--- config.mk ---
export PLATFORM = sky130hd
export DESIGN_NAME = sc_level_sequencer_flat
export DESIGN_NICKNAME = d
export VERILOG_FILES = /design/src/rtl/sc_level_sequencer_pkg.sv /design/src/rtl/sc_level_sequencer_if.sv /design/src/rtl/sc_level_sequencer_pause_timer.sv /design/src/rtl/sc_level_sequencer.sv /design/src/flat_wrapper.sv
export SDC_FILE = /design/constraint.sdc
export NUM_CORES = 1
export LEC_CHECK = 0
export ABC_AREA = 0
export CAP_MARGIN = 25
export CORE_MARGIN = 2
export CORE_UTILIZATION = 45
export DETAILED_ROUTE_END_ITERATION = 10
export PLACE_DENSITY = 0.74
export REMOVE_ABC_BUFFERS = 1
export SYNTH_ARGS = -nofsm -noshare
export SYNTH_HDL_FRONTEND = slang
export SYNTH_HIERARCHICAL = 1
export SYNTH_SLANG_ARGS = --single-unit
--- constraint.sdc ---
create_clock -name SC_LEVEL_SEQUENCER_CLOCK_50 -period 2.4 [get_ports SC_LEVEL_SEQUENCER_CLOCK_50]
set_input_delay 0.48 -clock SC_LEVEL_SEQUENCER_CLOCK_50 [delete_from_list [all_inputs] [get_ports SC_LEVEL_SEQUENCER_CLOCK_50]]
set_output_delay 0.48 -clock SC_LEVEL_SEQUENCER_CLOCK_50 [all_outputs]
set_load 0.02 [all_outputs]
--- src/rtl/sc_level_sequencer_pkg.sv ---
// Shared definitions for the level sequencer: FSM state encoding,
// per-level obstacle speeds and default game dimensions.
package sc_level_sequencer_pkg;

  typedef enum logic [1:0] {
    ST_IDLE  = 2'd0,
    ST_PLAY  = 2'd1,
    ST_PAUSE = 2'd2,
    ST_DONE  = 2'd3
  } levelState_t;

  localparam int SPEED_LVL1 = 2;
  localparam int SPEED_LVL2 = 4;
  localparam int SPEED_LVL3 = 7;

  localparam int DEFAULT_LEVEL_DATAWIDTH    = 3;
  localparam int DEFAULT_PROGRESS_DATAWIDTH = 5;
  localparam int DEFAULT_SPEED_DATAWIDTH    = 4;
  localparam int DEFAULT_GOALS_PER_LEVEL    = 12;
  localparam int DEFAULT_MAX_LEVEL          = 3;
  localparam int DEFAULT_PAUSE_TICKS        = 8;

  // Obstacle speed for a level number; "no level" and end-game run at speed 0.
  function automatic int speedForLevel(input int level);
    case (level)
      1:       return SPEED_LVL1;
      2:       return SPEED_LVL2;
      3:       return SPEED_LVL3;
      default: return 0;
    endcase
  endfunction

endpackage

--- src/rtl/sc_level_sequencer_if.sv ---
// Bundle between the level sequencer and the game logic around it.
// The master side drives start/goal/tick, the slave side (sequencer)
// drives level status, speed and field-clear back.
interface sc_level_sequencer_if
  import sc_level_sequencer_pkg::*;
#(
  parameter int LEVEL_DATAWIDTH    = DEFAULT_LEVEL_DATAWIDTH,
  parameter int PROGRESS_DATAWIDTH = DEFAULT_PROGRESS_DATAWIDTH,
  parameter int SPEED_DATAWIDTH    = DEFAULT_SPEED_DATAWIDTH
);

  logic                          start;
  logic                          goalReached;
  logic                          tick;
  logic [LEVEL_DATAWIDTH-1:0]    currentLevel;
  logic [PROGRESS_DATAWIDTH-1:0] lvlProgressCount;
  logic                          pause;
  logic                          clearField;
  logic [SPEED_DATAWIDTH-1:0]    speedSel;
  logic                          finishedGame;

  modport master (
    output start, goalReached, tick,
    input  currentLevel, lvlProgressCount, pause, clearField, speedSel, finishedGame
  );

  modport slave (
    input  start, goalReached, tick,
    output currentLevel, lvlProgressCount, pause, clearField, speedSel, finishedGame
  );

endinterface

--- src/rtl/sc_level_sequencer_pause_timer.sv ---
// Inter-level pause timer: loadable down-counter advanced by the timebase
// tick. The done strobe fires on the tick that consumes the last count.
module sc_level_sequencer_pause_timer
  import sc_level_sequencer_pkg::*;
#(
  parameter int PAUSE_TICKS = DEFAULT_PAUSE_TICKS
) (
  input  logic SC_LEVEL_SEQUENCER_CLOCK_50,
  input  logic SC_LEVEL_SEQUENCER_RESET_InHigh,
  input  logic load,
  input  logic tickEnable,
  output logic done
);

  localparam int COUNT_WIDTH = $clog2(PAUSE_TICKS + 1);

  logic [COUNT_WIDTH-1:0] pauseCount;

  // Load the full pause length, then count down one per enabled tick, stopping at zero.
  always_ff @(posedge SC_LEVEL_SEQUENCER_CLOCK_50) begin
    if (SC_LEVEL_SEQUENCER_RESET_InHigh) begin
      pauseCount <= '0;
    end else if (load) begin
      pauseCount <= COUNT_WIDTH'(PAUSE_TICKS);
    end else if (tickEnable && (pauseCount != '0)) begin
      pauseCount <= pauseCount - COUNT_WIDTH'(1);
    end
  end

  assign done = tickEnable && (pauseCount == COUNT_WIDTH'(1));

endmodule

--- src/rtl/sc_level_sequencer.sv ---
// Level sequencer for the frog game: counts goal arrivals, advances the
// level after a timed pause and parks in DONE after the last level.
// All outputs come from registered state only.
module sc_level_sequencer
  import sc_level_sequencer_pkg::*;
#(
  parameter int LEVEL_DATAWIDTH    = DEFAULT_LEVEL_DATAWIDTH,
  parameter int PROGRESS_DATAWIDTH = DEFAULT_PROGRESS_DATAWIDTH,
  parameter int GOALS_PER_LEVEL    = DEFAULT_GOALS_PER_LEVEL,
  parameter int MAX_LEVEL          = DEFAULT_MAX_LEVEL,
  parameter int PAUSE_TICKS        = DEFAULT_PAUSE_TICKS,
  parameter int SPEED_DATAWIDTH    = DEFAULT_SPEED_DATAWIDTH
) (
  input logic                 SC_LEVEL_SEQUENCER_CLOCK_50,
  input logic                 SC_LEVEL_SEQUENCER_RESET_InHigh,
  sc_level_sequencer_if.slave bus
);

  levelState_t                   state;
  levelState_t                   stateNext;
  logic [LEVEL_DATAWIDTH-1:0]    currentLevel;
  logic [LEVEL_DATAWIDTH-1:0]    levelNext;
  logic [PROGRESS_DATAWIDTH-1:0] progressCount;
  logic [PROGRESS_DATAWIDTH-1:0] progressNext;
  logic                          clearField;
  logic                          clearFieldNext;
  logic                          goalPrev;
  logic                          goalEvent;
  logic                          timerLoad;
  logic                          timerTickEnable;
  logic                          timerDone;

  assign goalEvent       = bus.goalReached && !goalPrev;
  assign timerTickEnable = bus.tick && (state == ST_PAUSE);

  sc_level_sequencer_pause_timer #(
    .PAUSE_TICKS(PAUSE_TICKS)
  ) pauseTimer (
    .SC_LEVEL_SEQUENCER_CLOCK_50    (SC_LEVEL_SEQUENCER_CLOCK_50),
    .SC_LEVEL_SEQUENCER_RESET_InHigh(SC_LEVEL_SEQUENCER_RESET_InHigh),
    .load                           (timerLoad),
    .tickEnable                     (timerTickEnable),
    .done                           (timerDone)
  );

  // Next-state decision: start, goal counting, pause expiry and end-game.
  always_comb begin
    stateNext      = state;
    levelNext      = currentLevel;
    progressNext   = progressCount;
    clearFieldNext = 1'b0;
    timerLoad      = 1'b0;
    unique case (state)
      ST_IDLE: begin
        if (bus.start) begin
          stateNext      = ST_PLAY;
          levelNext      = LEVEL_DATAWIDTH'(1);
          progressNext   = '0;
          clearFieldNext = 1'b1;
        end
      end
      ST_PLAY: begin
        if (goalEvent) begin
          if (progressCount == PROGRESS_DATAWIDTH'(GOALS_PER_LEVEL - 1)) begin
            progressNext = PROGRESS_DATAWIDTH'(GOALS_PER_LEVEL);
            stateNext    = ST_PAUSE;
            timerLoad    = 1'b1;
          end else begin
            progressNext = progressCount + PROGRESS_DATAWIDTH'(1);
          end
        end
      end
      ST_PAUSE: begin
        if (timerDone) begin
          progressNext = '0;
          if (currentLevel < LEVEL_DATAWIDTH'(MAX_LEVEL)) begin
            stateNext      = ST_PLAY;
            levelNext      = currentLevel + LEVEL_DATAWIDTH'(1);
            clearFieldNext = 1'b1;
          end else begin
            stateNext = ST_DONE;
            levelNext = LEVEL_DATAWIDTH'(MAX_LEVEL + 1);
          end
        end
      end
      ST_DONE: begin
        stateNext = ST_DONE;
      end
      default: begin
        stateNext = ST_IDLE;
      end
    endcase
  end

  // State, level/progress registers and the goal edge-detect history.
  always_ff @(posedge SC_LEVEL_SEQUENCER_CLOCK_50) begin
    if (SC_LEVEL_SEQUENCER_RESET_InHigh) begin
      state         <= ST_IDLE;
      currentLevel  <= '0;
      progressCount <= '0;
      clearField    <= 1'b0;
      goalPrev      <= 1'b0;
    end else begin
      state         <= stateNext;
      currentLevel  <= levelNext;
      progressCount <= progressNext;
      clearField    <= clearFieldNext;
      goalPrev      <= bus.goalReached;
    end
  end

  assign bus.currentLevel     = currentLevel;
  assign bus.lvlProgressCount = progressCount;
  assign bus.pause            = (state == ST_PAUSE);
  assign bus.clearField       = clearField;
  assign bus.finishedGame     = (state == ST_DONE);
  assign bus.speedSel         = SPEED_DATAWIDTH'(speedForLevel(int'(currentLevel)));

endmodule

--- src/flat_wrapper.sv ---
// flat-port wrapper written by rule: the top's interface ports become plain ports
module sc_level_sequencer_flat import sc_level_sequencer_pkg::*;
#(
  parameter int LEVEL_DATAWIDTH    = DEFAULT_LEVEL_DATAWIDTH,
  parameter int PROGRESS_DATAWIDTH = DEFAULT_PROGRESS_DATAWIDTH,
  parameter int GOALS_PER_LEVEL    = DEFAULT_GOALS_PER_LEVEL,
  parameter int MAX_LEVEL          = DEFAULT_MAX_LEVEL,
  parameter int PAUSE_TICKS        = DEFAULT_PAUSE_TICKS,
  parameter int SPEED_DATAWIDTH    = DEFAULT_SPEED_DATAWIDTH
)
  (SC_LEVEL_SEQUENCER_CLOCK_50, SC_LEVEL_SEQUENCER_RESET_InHigh, bus_start, bus_goalReached, bus_tick, bus_currentLevel, bus_lvlProgressCount, bus_pause, bus_clearField, bus_speedSel, bus_finishedGame);
  sc_level_sequencer_if #(.LEVEL_DATAWIDTH(LEVEL_DATAWIDTH), .PROGRESS_DATAWIDTH(PROGRESS_DATAWIDTH), .SPEED_DATAWIDTH(SPEED_DATAWIDTH)) bus_i ();
  input logic SC_LEVEL_SEQUENCER_CLOCK_50;
  input logic SC_LEVEL_SEQUENCER_RESET_InHigh;
  input wire logic [$bits(bus_i.start)-1:0] bus_start;
  input wire logic [$bits(bus_i.goalReached)-1:0] bus_goalReached;
  input wire logic [$bits(bus_i.tick)-1:0] bus_tick;
  output wire logic [$bits(bus_i.currentLevel)-1:0] bus_currentLevel;
  output wire logic [$bits(bus_i.lvlProgressCount)-1:0] bus_lvlProgressCount;
  output wire logic [$bits(bus_i.pause)-1:0] bus_pause;
  output wire logic [$bits(bus_i.clearField)-1:0] bus_clearField;
  output wire logic [$bits(bus_i.speedSel)-1:0] bus_speedSel;
  output wire logic [$bits(bus_i.finishedGame)-1:0] bus_finishedGame;
  assign bus_i.start = bus_start;
  assign bus_i.goalReached = bus_goalReached;
  assign bus_i.tick = bus_tick;
  assign bus_currentLevel = bus_i.currentLevel;
  assign bus_lvlProgressCount = bus_i.lvlProgressCount;
  assign bus_pause = bus_i.pause;
  assign bus_clearField = bus_i.clearField;
  assign bus_speedSel = bus_i.speedSel;
  assign bus_finishedGame = bus_i.finishedGame;
  sc_level_sequencer #(.LEVEL_DATAWIDTH(LEVEL_DATAWIDTH), .PROGRESS_DATAWIDTH(PROGRESS_DATAWIDTH), .GOALS_PER_LEVEL(GOALS_PER_LEVEL), .MAX_LEVEL(MAX_LEVEL), .PAUSE_TICKS(PAUSE_TICKS), .SPEED_DATAWIDTH(SPEED_DATAWIDTH)) u_core (.SC_LEVEL_SEQUENCER_CLOCK_50(SC_LEVEL_SEQUENCER_CLOCK_50), .SC_LEVEL_SEQUENCER_RESET_InHigh(SC_LEVEL_SEQUENCER_RESET_InHigh), .bus(bus_i));
endmodule
==> flow_metrics.py <==
metrics = {
    "run_status": {
        "outcome": "finished clean",
    },
    "setup_path": {
        "endpoint_kind": "primary output",
        "worst-r2r-setup-slack_ns": 0.42,
        "rr_worst_depth": 9,
        "cp_data_required_time_ns": 1.92,
        "crit_path_start_kind": "flop",
        "arrival_ns": 1.78,
        "crit_fanout": 7,
        "worst-setup-path-type": "reg2out",
    },
    "global_route": {
        "grt_overflow": 0,
        "grt_pass1_vias": 891,
        "grt_start_max_net_pins": 14,
        "grt_pass1_wl_microns": 3660,
        "grt.total_usage": 0.185,
        "grt_antenna_before_repair": 0,
    },
    "layout": {
        "drive_gt1_frac": 0.184,
        "diodes": 0,
        "final_common_cell": "clkdlybuf4s50_1",
        "syn2layout_area_growth_pct": 28.2,
        "nets": 153,
        "final_cell_mix": "clkdlybuf4s50_1 (17), dfxtp_1 (13), a21oi_1 (9), o21ai_0 (9)",
        "fin_util": 0.627,
    },
    "power": {
        "ir_worst_vdd_mv": 0.291,
        "p_per_area_nw_per_um2": 408,
        "p_leak_nw": 0.512,
    },
    "synth": {
        "syn_area_sq_um": 988,
        "synth_top_family_by_area": "simple AND/OR/NAND/NOR gates",
        "synth_cell_types": 44,
        "yosysWarnings": 6,
        "synth_xor_area_frac": 0,
        "synth_seq_cells": 16,
        "synth-adder-area-share": 0.0759,
        "synthSimpleGateAreaFrac": 0.332,
        "synth_cells": 115,
        "ys_seq_area_frac": 0.324,
        "synth_compound_gate_area_share": 0.176,
        "synthMuxAreaShare": 0.0203,
        "synth.avg_cell_area_sq_um": 8.60,
    },
    "route": {
        "wl_microns": 2110,
        "remaining_drc_errors": 0,
        "first_pass_iters": 4,
        "postRouteAntennaNets": 0,
        "wl_per_cell_microns": 12.6,
        "via_count": 905,
        "drt_iter0_drc": 17,
        "routed_via_density": 5.39,
    },
    "die": {
        "start_util": 0.489,
        "dieArea_sq_um": 2590,
        "dieWidth_microns": 50.9,
        "core-area_sq_um": 2020,
        "rows": 16,
        "io_pins": 20,
        "die_y_microns": 50.9,
    },
    "placement": {
        "dp_hpwl_microns": 1660,
        "gp_congestion": 0.712,
        "portBuffers": 18,
    },
    "job": {
        "maxCapViolCount": 0,
    },
    "timing": {
        "max_freq_mhz": 443,
        "skew_ns": 0.00359,
        "grt_setup_unrepaired": "false",
        "post-route-period-util": 0.940,
        "drv_slew": 0,
        "setup_tns_ns": 0,
        "final-setup-viol-count": 0,
        "period_minus_slack_ns": 2.26,
        "hold_violations": 0,
    },
    "clocking": {
        "cts_tree": "done",
        "cts_root_buffer": "clkbuf_4",
        "cts_buffer_depth": 2,
        "clkSinkCount": 16,
        "path_clk_slew_ns": 0.09,
        "htree_num_levels": 1,
        "clk_latency_ns": 0.29,
        "cts_buffers": 3,
        "post_cts_buffers": 0,
    },
    "min_path": {
        "whs_path_depth": 2,
        "hold_path.class": "reg2reg",
    },
}
-- synth_stat cells --
cell / instances / area share
dfxtp_1: 16 / 0.32
a21oi_1: 9 / 0.046
o21ai_0: 9 / 0.046
inv_1: 8 / 0.030
nand2_1: 7 / 0.027
nor2_1: 7 / 0.027
ha_1: 6 / 0.076
nand3_1: 4 / 0.020
nor2b_1: 4 / 0.025
nor3_1: 4 / 0.020
and2_1: 2 / 0.013
buf_4: 2 / 0.015
buf_6: 2 / 0.023
mux2i_1: 2 / 0.020
nand4b_1: 2 / 0.018
or3_1: 2 / 0.013
or3b_1: 2 / 0.018
a21bo_1: 1 / 0.010
a21boi_0: 1 / 0.0076
a21o_1: 1 / 0.0076
a21oi_2: 1 / 0.0089
a221oi_1: 1 / 0.0089
a22o_1: 1 / 0.0089
a32o_1: 1 / 0.010
and2_2: 1 / 0.0076
and2_4: 1 / 0.0089
and3_1: 1 / 0.0063
and3b_4: 1 / 0.013
and4b_2: 1 / 0.011
conb_1: 1 / 0.0038
nand2b_4: 1 / 0.014
nand3b_1: 1 / 0.0076
nand4_1: 1 / 0.0063
nor2_2: 1 / 0.0063
nor2b_2: 1 / 0.0089
nor3b_1: 1 / 0.0076
nor4b_1: 1 / 0.0089
nor4b_2: 1 / 0.015
nor4bb_1: 1 / 0.010
o211a_1: 1 / 0.010
o21ai_1: 1 / 0.0051
o31ai_1: 1 / 0.0076
or2_4: 1 / 0.0089
or4_4: 1 / 0.011
-- worst max-delay path, stage by stage, from the launching register on --
cell	delay, ns
dfxtp_2	0.40
ha_1	0.17
ha_1	0.18
o211a_1	0.15
clkdlybuf4s50_1	0.59
-- report_power, final --
group	internal, W	leakage [nW]	total (W)	switching, W
registers	0.000271	0.131	0.000275	0.00000434
logic	0.0000302	0.360	0.0000619	0.0000318
clock network	0.0000925	0.0210	0.000179	0.0000867
total	0.000394	0.512	0.000517	0.000123
-- routing by layer --
layer	share of wire	vias up	track usage	wire length, microns
met5	0	-	0	0
met4	0.014	0	0.0811	29
met3	0.045	4	0.0263	94
met2	0.52	20	0.349	1100
met1	0.42	416	0.205	884
li1	-	465	-	-
-- cell type report --
cell class	count	area, sq um
Sequential cell	16	324
Multi-Input combinational cell	87	601
Tap cell	27	33.8
Fill cell	180	754
Inverter	8	30.0
Clock buffer	4	36.3
Timing Repair Buffer	26	243
-- worst paths after layout --
kind / startpoint / to
max: u_core/bus.currentLevel[1]$_SDFFE_PP0P_ / bus_speedSel[0]
min: u_core/bus.lvlProgressCount[4]$_SDFFE_PP0P_ / u_core/bus.lvlProgressCount[4]$_SDFFE_PP0P_
max reg2reg: u_core/state[1]$_SDFFE_PP0P_ / u_core/bus.lvlProgressCount[4]$_SDFFE_PP0P_
min reg2reg: u_core/bus.lvlProgressCount[4]$_SDFFE_PP0P_ / u_core/bus.lvlProgressCount[4]$_SDFFE_PP0P_
-- sequential cells by signal (all words and copies together), names as in the netlist --
register and count:
u_core/bus.clearField 1, u_core/bus.currentLevel 3, u_core/pauseTimer/pauseCount 4, u_core/bus.lvlProgressCount 5
u_core/state 2, u_core/goalPrev 1
-- stage by stage --
stage | cells | cell area, sq um | setup WS (ns) | power (W) | hold WS (ns)
after floorplan | 111 | 951 | -0.497 | 0.000315 | 0.495
after global placement | 164 | 1220 | 0.0396 | 0.000342 | 0.499
after detailed placement | 164 | 1220 | 0.0304 | 0.000344 | 0.506
after CTS | 168 | 1260 | 0.00579 | 0.000525 | 0.521
after global routing | 168 | 1270 | 0.0722 | 0.000539 | 0.543
final | 168 | 1270 | 0.143 | 0.000517 | 0.516
-- timing repair --
action | 4_1_cts | 5_1_grt
endpoints found under the setup margin | 0 | 2
hold buffers | 0 | 0
hold endpoints to repair | 0 | 0
gates resized for setup | 0 | 4
-- kinds of logic (layout without fill, tap and decap cells) --
group	after synthesis	after routing
multiplexers	2	2
AND/OR/NAND/NOR	50	50
adder cells (fa/ha/maj)	6	6
AO/OA/AOI/OAI	28	28
buffers and inverters	12	38
other	1	1
flip-flops	16	16
Note: power is estimated with default switching activity, not from simulation.
